===== src/rtl/pulse_synch_pkg.sv =====
// Shared types and default parameters for the pulse synchronizer transmit side.
package pulse_synch_pkg;

  localparam int unsigned SYNC_STAGES_DEF = 2;
  localparam int unsigned PEND_W_DEF      = 4;

  // Four-phase handshake states.
  typedef enum logic [1:0] {
    ST_IDLE   = 2'd0,
    ST_REQ_HI = 2'd1,
    ST_REQ_LO = 2'd2
  } state_e;

endpackage


===== src/rtl/bit_synch.sv =====
// Multi-flop single-bit synchronizer; also used by the slow-side receiver.
module bit_synch #(
  parameter int unsigned STAGES = 2
) (
  input  logic i_clk,
  input  logic i_rst,
  input  logic i_d,
  output logic o_q
);

  logic [STAGES-1:0] r_chain;

  // Shift the asynchronous input through the flop chain.
  always_ff @(posedge i_clk) begin
    if (i_rst) begin
      r_chain <= '0;
    end else begin
      r_chain <= {r_chain[STAGES-2:0], i_d};
    end
  end

  assign o_q = r_chain[STAGES-1];

endmodule


===== src/rtl/pulse_synch_tx.sv =====
// Fast-domain side of a pulse synchronizer: queues single-cycle events and
// sends each one as a four-phase req/ack handshake to a slow-domain receiver.
module pulse_synch_tx
  import pulse_synch_pkg::*;
#(
  parameter int unsigned SYNC_STAGES = SYNC_STAGES_DEF,
  parameter int unsigned PEND_W      = PEND_W_DEF
) (
  input  logic              i_clk,
  input  logic              i_rst,
  input  logic              i_pulse,
  input  logic              i_ack,
  output logic              o_req,
  output logic              o_busy,
  output logic [PEND_W-1:0] o_pending,
  output logic              o_done,
  output logic              o_overflow
);

  localparam logic [PEND_W-1:0] PEND_MAX = '1;

  state_e            r_state;
  state_e            w_state_nxt;
  logic              r_req;
  logic              r_busy;
  logic              r_done;
  logic              r_overflow;
  logic [PEND_W-1:0] r_pending;

  logic              w_ack_s;
  logic              w_start;
  logic              w_done;
  logic              w_inc;
  logic              w_dec;
  logic              w_overflow;
  logic [PEND_W-1:0] w_pending_nxt;

  // Bring the receiver acknowledge into this clock domain.
  bit_synch #(
    .STAGES (SYNC_STAGES)
  ) u_ack_synch (
    .i_clk (i_clk),
    .i_rst (i_rst),
    .i_d   (i_ack),
    .o_q   (w_ack_s)
  );

  // Next-state, completion and pending-counter update.
  always_comb begin
    w_state_nxt   = r_state;
    w_start       = 1'b0;
    w_done        = 1'b0;
    w_inc         = 1'b0;
    w_dec         = 1'b0;
    w_overflow    = 1'b0;
    w_pending_nxt = r_pending;

    case (r_state)
      ST_IDLE: begin
        if (i_pulse || (r_pending != '0)) begin
          w_state_nxt = ST_REQ_HI;
          w_start     = 1'b1;
        end
      end
      ST_REQ_HI: begin
        if (w_ack_s) begin
          w_state_nxt = ST_REQ_LO;
        end
      end
      ST_REQ_LO: begin
        if (!w_ack_s) begin
          w_done = 1'b1;
          if (i_pulse || (r_pending != '0)) begin
            w_state_nxt = ST_REQ_HI;
            w_start     = 1'b1;
          end else begin
            w_state_nxt = ST_IDLE;
          end
        end
      end
      default: begin
        w_state_nxt = ST_IDLE;
      end
    endcase

    // A pulse arriving as a transfer starts is sent directly; otherwise the
    // start drains one queued event and any pulse is queued.
    w_dec      = w_start && !i_pulse;
    w_inc      = i_pulse && !w_start;
    w_overflow = w_inc && (r_pending == PEND_MAX);

    if (w_dec) begin
      w_pending_nxt = r_pending - PEND_W'(1);
    end else if (w_inc && !w_overflow) begin
      w_pending_nxt = r_pending + PEND_W'(1);
    end
  end

  // State and registered outputs.
  always_ff @(posedge i_clk) begin
    if (i_rst) begin
      r_state    <= ST_IDLE;
      r_req      <= 1'b0;
      r_busy     <= 1'b0;
      r_done     <= 1'b0;
      r_overflow <= 1'b0;
      r_pending  <= '0;
    end else begin
      r_state    <= w_state_nxt;
      r_req      <= (w_state_nxt == ST_REQ_HI);
      r_busy     <= (w_state_nxt != ST_IDLE);
      r_done     <= w_done;
      r_overflow <= w_overflow;
      r_pending  <= w_pending_nxt;
    end
  end

  assign o_req      = r_req;
  assign o_busy     = r_busy;
  assign o_done     = r_done;
  assign o_overflow = r_overflow;
  assign o_pending  = r_pending;

endmodule


===== config.mk =====
export PLATFORM = sky130hd
export DESIGN_NAME = pulse_synch_tx
export DESIGN_NICKNAME = d
export VERILOG_FILES = /design/src/rtl/pulse_synch_pkg.sv /design/src/rtl/bit_synch.sv /design/src/rtl/pulse_synch_tx.sv
export SDC_FILE = /design/constraint.sdc
export NUM_CORES = 1
export LEC_CHECK = 0
export CAP_MARGIN = 25
export CORE_AREA = 2 2 39 41
export DETAILED_ROUTE_END_ITERATION = 16
export DIE_AREA = 0 0 41 43
export GPL_ROUTABILITY_DRIVEN = 0
export PLACE_DENSITY = 0.67
export SYNTH_ARGS = -nofsm -noshare
export SYNTH_HDL_FRONTEND = slang
export SYNTH_SLANG_ARGS = --single-unit

===== constraint.sdc =====
create_clock -name i_clk -period 1.9 [get_ports i_clk]
set_input_delay 0.38 -clock i_clk [delete_from_list [all_inputs] [get_ports i_clk]]
set_output_delay 0.38 -clock i_clk [all_outputs]
set_load 0.005 [all_outputs]

Yosys cells after proc, flatten, opt, wreduce, memory -nomap -nowiden. Index checks and enable logic that the tools add are counted.

Register bits: 12. Input bits: 4.

Add/subtract/negate cells: 2. Equal/unequal tests: 4. Multiplexer cells: 11. Bitwise operators: 1. Reductions and logical operators: 13.

Operators by type and width (count): 4-bit two-way mux (2); 2-bit two-way mux (3); 2-bit one-hot mux with 3 select lines (1); 4-bit by 1-bit adder with 4-bit output, second input constant (1); 2-bit by 1-bit == test with 1-bit output, second input constant (2); 4-bit == test, second input constant (1); 1-bit logical AND (4); 1-bit two-way mux (4); 2-bit nonzero test (2); 4-bit nonzero test (1); 4-bit by 1-bit subtractor with 4-bit output, second input constant (1); 1-bit zero test (3); 2-bit == test, second input constant (1); 2-bit zero test (1); 1-bit one-hot mux with 2 select lines (1); 2-bit OR reduction (1); 1-bit logical OR (1); 1-bit NOT (1).

Logic depth before layout (Yosys ltp).
Depth in word-level cells: 12. Mapped depth: 8. Mapped depth without buffers: 7.

Modules after synthesis. A second synthesis with hierarchy kept.

Cell total of the unflattened synthesis: 51. Area, all modules: 520.5 um^2.

By module, submodules not included: pulse_synch_tx (instances 1, cells each 47, area an instance 467.9 um^2); bit_synch (instances 1, cells each 4, area an instance 52.6 um^2).

Worst setup path before layout. No wires, ideal clock.

Kind: register to register. From: register r_pending[1], in the netlist o_pending[1]. To: register r_pending[2], in the netlist o_pending[2]. Library setup time: 0.121 ns. Arrival time: 1.726 ns. Path slack: 0.054 ns. Cell stages (with the launch flop): 8. Buffers on the path: 1. Period minus slack after synthesis: 1.846 ns. Cell sequence: dfxtp_1 > buf_6 > nor4_1 > nor3b_1 > mux2_2 > ha_1 > a32oi_1 > mux2_2.

Cells in the longest elaborated chain, start to end: 11. Elaborated cells on any way between the ends: 17.

RTL lines: from (decl) (RTL line pulse_synch_tx.sv:28) `logic [PEND_W-1:0] r_pending;`; from (signal assigned) (RTL line pulse_synch_tx.sv:114) `r_pending <= w_pending_nxt;`; 4-bit nonzero test (RTL line pulse_synch_tx.sv:60, pulse_synch_tx.sv:73); 1-bit logical OR (RTL line pulse_synch_tx.sv:60, pulse_synch_tx.sv:73); 1-bit two-way mux (RTL line pulse_synch_tx.sv:60, pulse_synch_tx.sv:73); 1-bit two-way mux (RTL line pulse_synch_tx.sv:71) `if (!w_ack_s) begin`; 1-bit one-hot mux with 2 select lines (RTL line pulse_synch_tx.sv:58) `case (r_state)`; 1-bit zero test (RTL line pulse_synch_tx.sv:89) `w_inc = i_pulse && !w_start;`; 1-bit logical AND (RTL line pulse_synch_tx.sv:89); 1-bit logical AND (RTL line pulse_synch_tx.sv:90) `w_overflow = w_inc && (r_pending == PEND_MAX);`; 1-bit zero test (RTL line pulse_synch_tx.sv:94) `end else if (w_inc && !w_overflow) begin`; 1-bit logical AND (RTL line pulse_synch_tx.sv:94); 2-bit nonzero test (no source line).

Parallel ways exist; a longest one is shown, timed or not. The select of a mux whose other input is x is not followed. A chain may end at the register's enable or synchronous reset.

Worst setup path after layout.
From: input port i_pulse. To: register r_pending[2], in the netlist o_pending[2].

Cells in the longest elaborated chain, start to end: 10. Elaborated cells on any way between the ends: 13.

RTL lines: from (decl) (RTL line pulse_synch_tx.sv:11) `input logic i_pulse,`; 1-bit logical OR (RTL line pulse_synch_tx.sv:60, pulse_synch_tx.sv:73); 1-bit two-way mux (RTL line pulse_synch_tx.sv:60, pulse_synch_tx.sv:73); 1-bit two-way mux (RTL line pulse_synch_tx.sv:71); 1-bit one-hot mux with 2 select lines (RTL line pulse_synch_tx.sv:58); 1-bit zero test (RTL line pulse_synch_tx.sv:89); 1-bit logical AND (RTL line pulse_synch_tx.sv:89); 1-bit logical AND (RTL line pulse_synch_tx.sv:90); 1-bit zero test (RTL line pulse_synch_tx.sv:94); 1-bit logical AND (RTL line pulse_synch_tx.sv:94); 2-bit nonzero test (no source line).

Parallel ways exist; a longest one is shown, timed or not.

==> flow_metrics.tcl <==
set metrics [dict create \
    endpoint_kind "register" \
    fin_nets 79 \
    rows 14 \
    synth_edf_count 0 \
    drcViolationCount 0 \
    status "completed" \
    grt_max_degree 9 \
    crit_top_cell "mux2_2" \
    clockBufferDepth 2 \
    wire_per_inst_microns 10.6 \
    synth.distinct_cells 26 \
    crit_family "multiplexers" \
    clkTransAtPathRegs_ns 0.08 \
    cts-root-buf "clkbuf_4" \
    p_total_mw 0.954 \
    timing.fmax_ghz 0.548 \
    hold_buffers 0 \
    vias 426 \
    power_density_nw_per_um2 1270 \
    slew_headroom_pct 82.3 \
    hold_viol 0 \
    yosysWarnings 0 \
    fin_ws_ns 0.0751 \
    ir_drop_v 0.000673 \
    io_pins 12 \
    clk_latency_ns 0.26 \
    p_leak_nw 0.311 \
    syn-num-nets 57 \
    finalCritPeriodShare_pct 96.0 \
    rsz0062_at_grt "true" \
    worstPathRequired_ns 2.06 \
    worst_pin_slew_ns 0.265 \
    ys_seq_area_share_pct 46.3 \
    synthTopCellsByCount "12 x dfxtp_1, 5 x nor2b_1, 4 x nor2_1" \
    final_area_sq_um 749 \
    htree_levels 1 \
    die-width_microns 41 \
    clock-sinks 12 \
    synth_flop_cell "dfxtp_1" \
    place_inst 85 \
    synthArstFlopShare_pct 0 \
    cts_tree "done" \
    final_cells 89 \
    drive_above_1_share_pct 28.8 \
    first_pass_iters 4 \
    dpl_worst_slack_ns -0.196 \
    antenna_found_initial 0 \
    cts_made_buffers 3 \
    fin_util_pct 54.2 \
    grt_pass1_vias 401 \
    start_util_pct 37.5 \
    drt_iter0_markers 5 \
    path_cells "clkdlybuf4s50_1 > nand2b_1 > mux2_2 > ha_1 > a32oi_1 > mux2_2" \
    crit_fanout 3 \
    netlist_area_sq_um 519 \
    synth_seq_cells 12 \
    synth_top_area_cell "dfxtp_1" \
    worst_setup_path_start_kind "primary input" \
    slowest_stage "clkdlybuf4s50_1" \
    avgViaCountPerCell 4.79 \
    cap_violations 0 \
    critPathBufInv 1 \
    yosysMostFrequentCell "dfxtp_1" \
    grt_usage_pct 15.2 \
    grt-ovfl-total 0 \
    critPathArrivalTime_ns 1.99 \
    max_stage_delay_ns 0.45 \
    path_class "primary input to register" \
    numPortBuffers 11 \
    skew_ns 0.00605 \
    placed_area_sq_um 693 \
    syn_avg_cell_area_sq_um 9.99 \
    finalCriticalPeriod_ns 1.82 \
    routed_wl_microns 944 \
    cts_resized 0 \
    insertedDiodeCount 0 \
    syn_to_final_growth_pct 44.3 \
    yosysTopAreaCellShare_pct 46.3 \
    antenna_left 0 \
    netlist_instances 52 \
    design.core.area_sq_um 1380 \
    hp-class "register to register" \
    setup_viol 0 \
    timing.final.max_slew_violations 0 \
    grt_pass1_wl_microns 1770 \
    die_y_microns 43 \
    dp_hpwl_microns 715 \
    synth.area.top_cells "dfxtp_1 46%, mux2_2 6.5%, nor2b_1 6.0%" \
    dieArea_sq_um 1760 \
    post_cts_buffers 0 \
]
-- per-layer routing --
layer	up-vias	track usage (%)	wire length [microns]
met2	9	20.3	407
met3	2	4.71	29
met5	-	0	0
met4	0	8.00	14
li1	228	-	-
met1	187	20.9	493
-- metrics by stage --
step	setup TNS, ns	hold slack (ns)
global placement	-0.195	0.417
finish	0	0.449
CTS	0	0.450
global route	-0.0245	0.483
floorplan	0	0.414
detailed placement	-0.222	0.433
-- state kept, by name, indices dropped and copies added, names as in the netlist --
signal,cells
o_pending,4
o_overflow,1
o_done,1
u_ack_synch.r_chain,2
o_req,1
r_state,2
o_busy,1
-- cells by family (layout without fill, tap and decap cells) --
family | after synthesis | after routing | synth area share [%]
AO/OA/AOI/OAI | 9 | 9 | 12.8
XOR/XNOR | 1 | 1 | 1.69
adder cells (fa/ha/maj) | 1 | 1 | 2.41
buffers and inverters | 4 | 25 | 4.58
flip-flops | 12 | 12 | 46.3
multiplexers | 4 | 4 | 8.43
AND/OR/NAND/NOR | 21 | 21 | 23.9
-- layout by cell type (no fill, tap or decap), types with 2 or more instances in the layout --
cell / n
a21oi_1: 2
nor2b_1: 5
clkdlybuf4s50_1: 11
inv_1: 2
clkbuf_4: 3
dfxtp_1: 12
mux2_2: 3
a21oi_2: 2
nand2_1: 3
buf_4: 8
nor2_1: 4
-- report_power, final --
part           internal, mW  leakage [nW]  total [mW]  switching [mW]
clock network         0.116        0.0210       0.202          0.0856
logic                 0.250         0.192       0.412           0.162
registers             0.300        0.0984       0.340          0.0400
total                 0.666         0.311       0.954           0.288
-- final cells by class --
type,instances,area (sq um)
well taps,16,20.0
clock buffers,4,36.3
flip-flops and latches,12,240
inverters,2,7.51
fillers,134,634
multi-input cells,36,275
repair buffers,19,170
-- final timing paths --
kind	end	cells past startpoint	slack [ns]	from
worst max-delay path	o_pending[2]	6	0.08	i_pulse
worst min-delay path	u_ack_synch.r_chain[1]	1	0.45	u_ack_synch.r_chain[0]
worst max register to register	o_pending[2]	6	0.10	o_pending[0]
worst min register to register	u_ack_synch.r_chain[1]	1	0.45	u_ack_synch.r_chain[0]
Note: power is estimated with default switching activity, not from simulation.
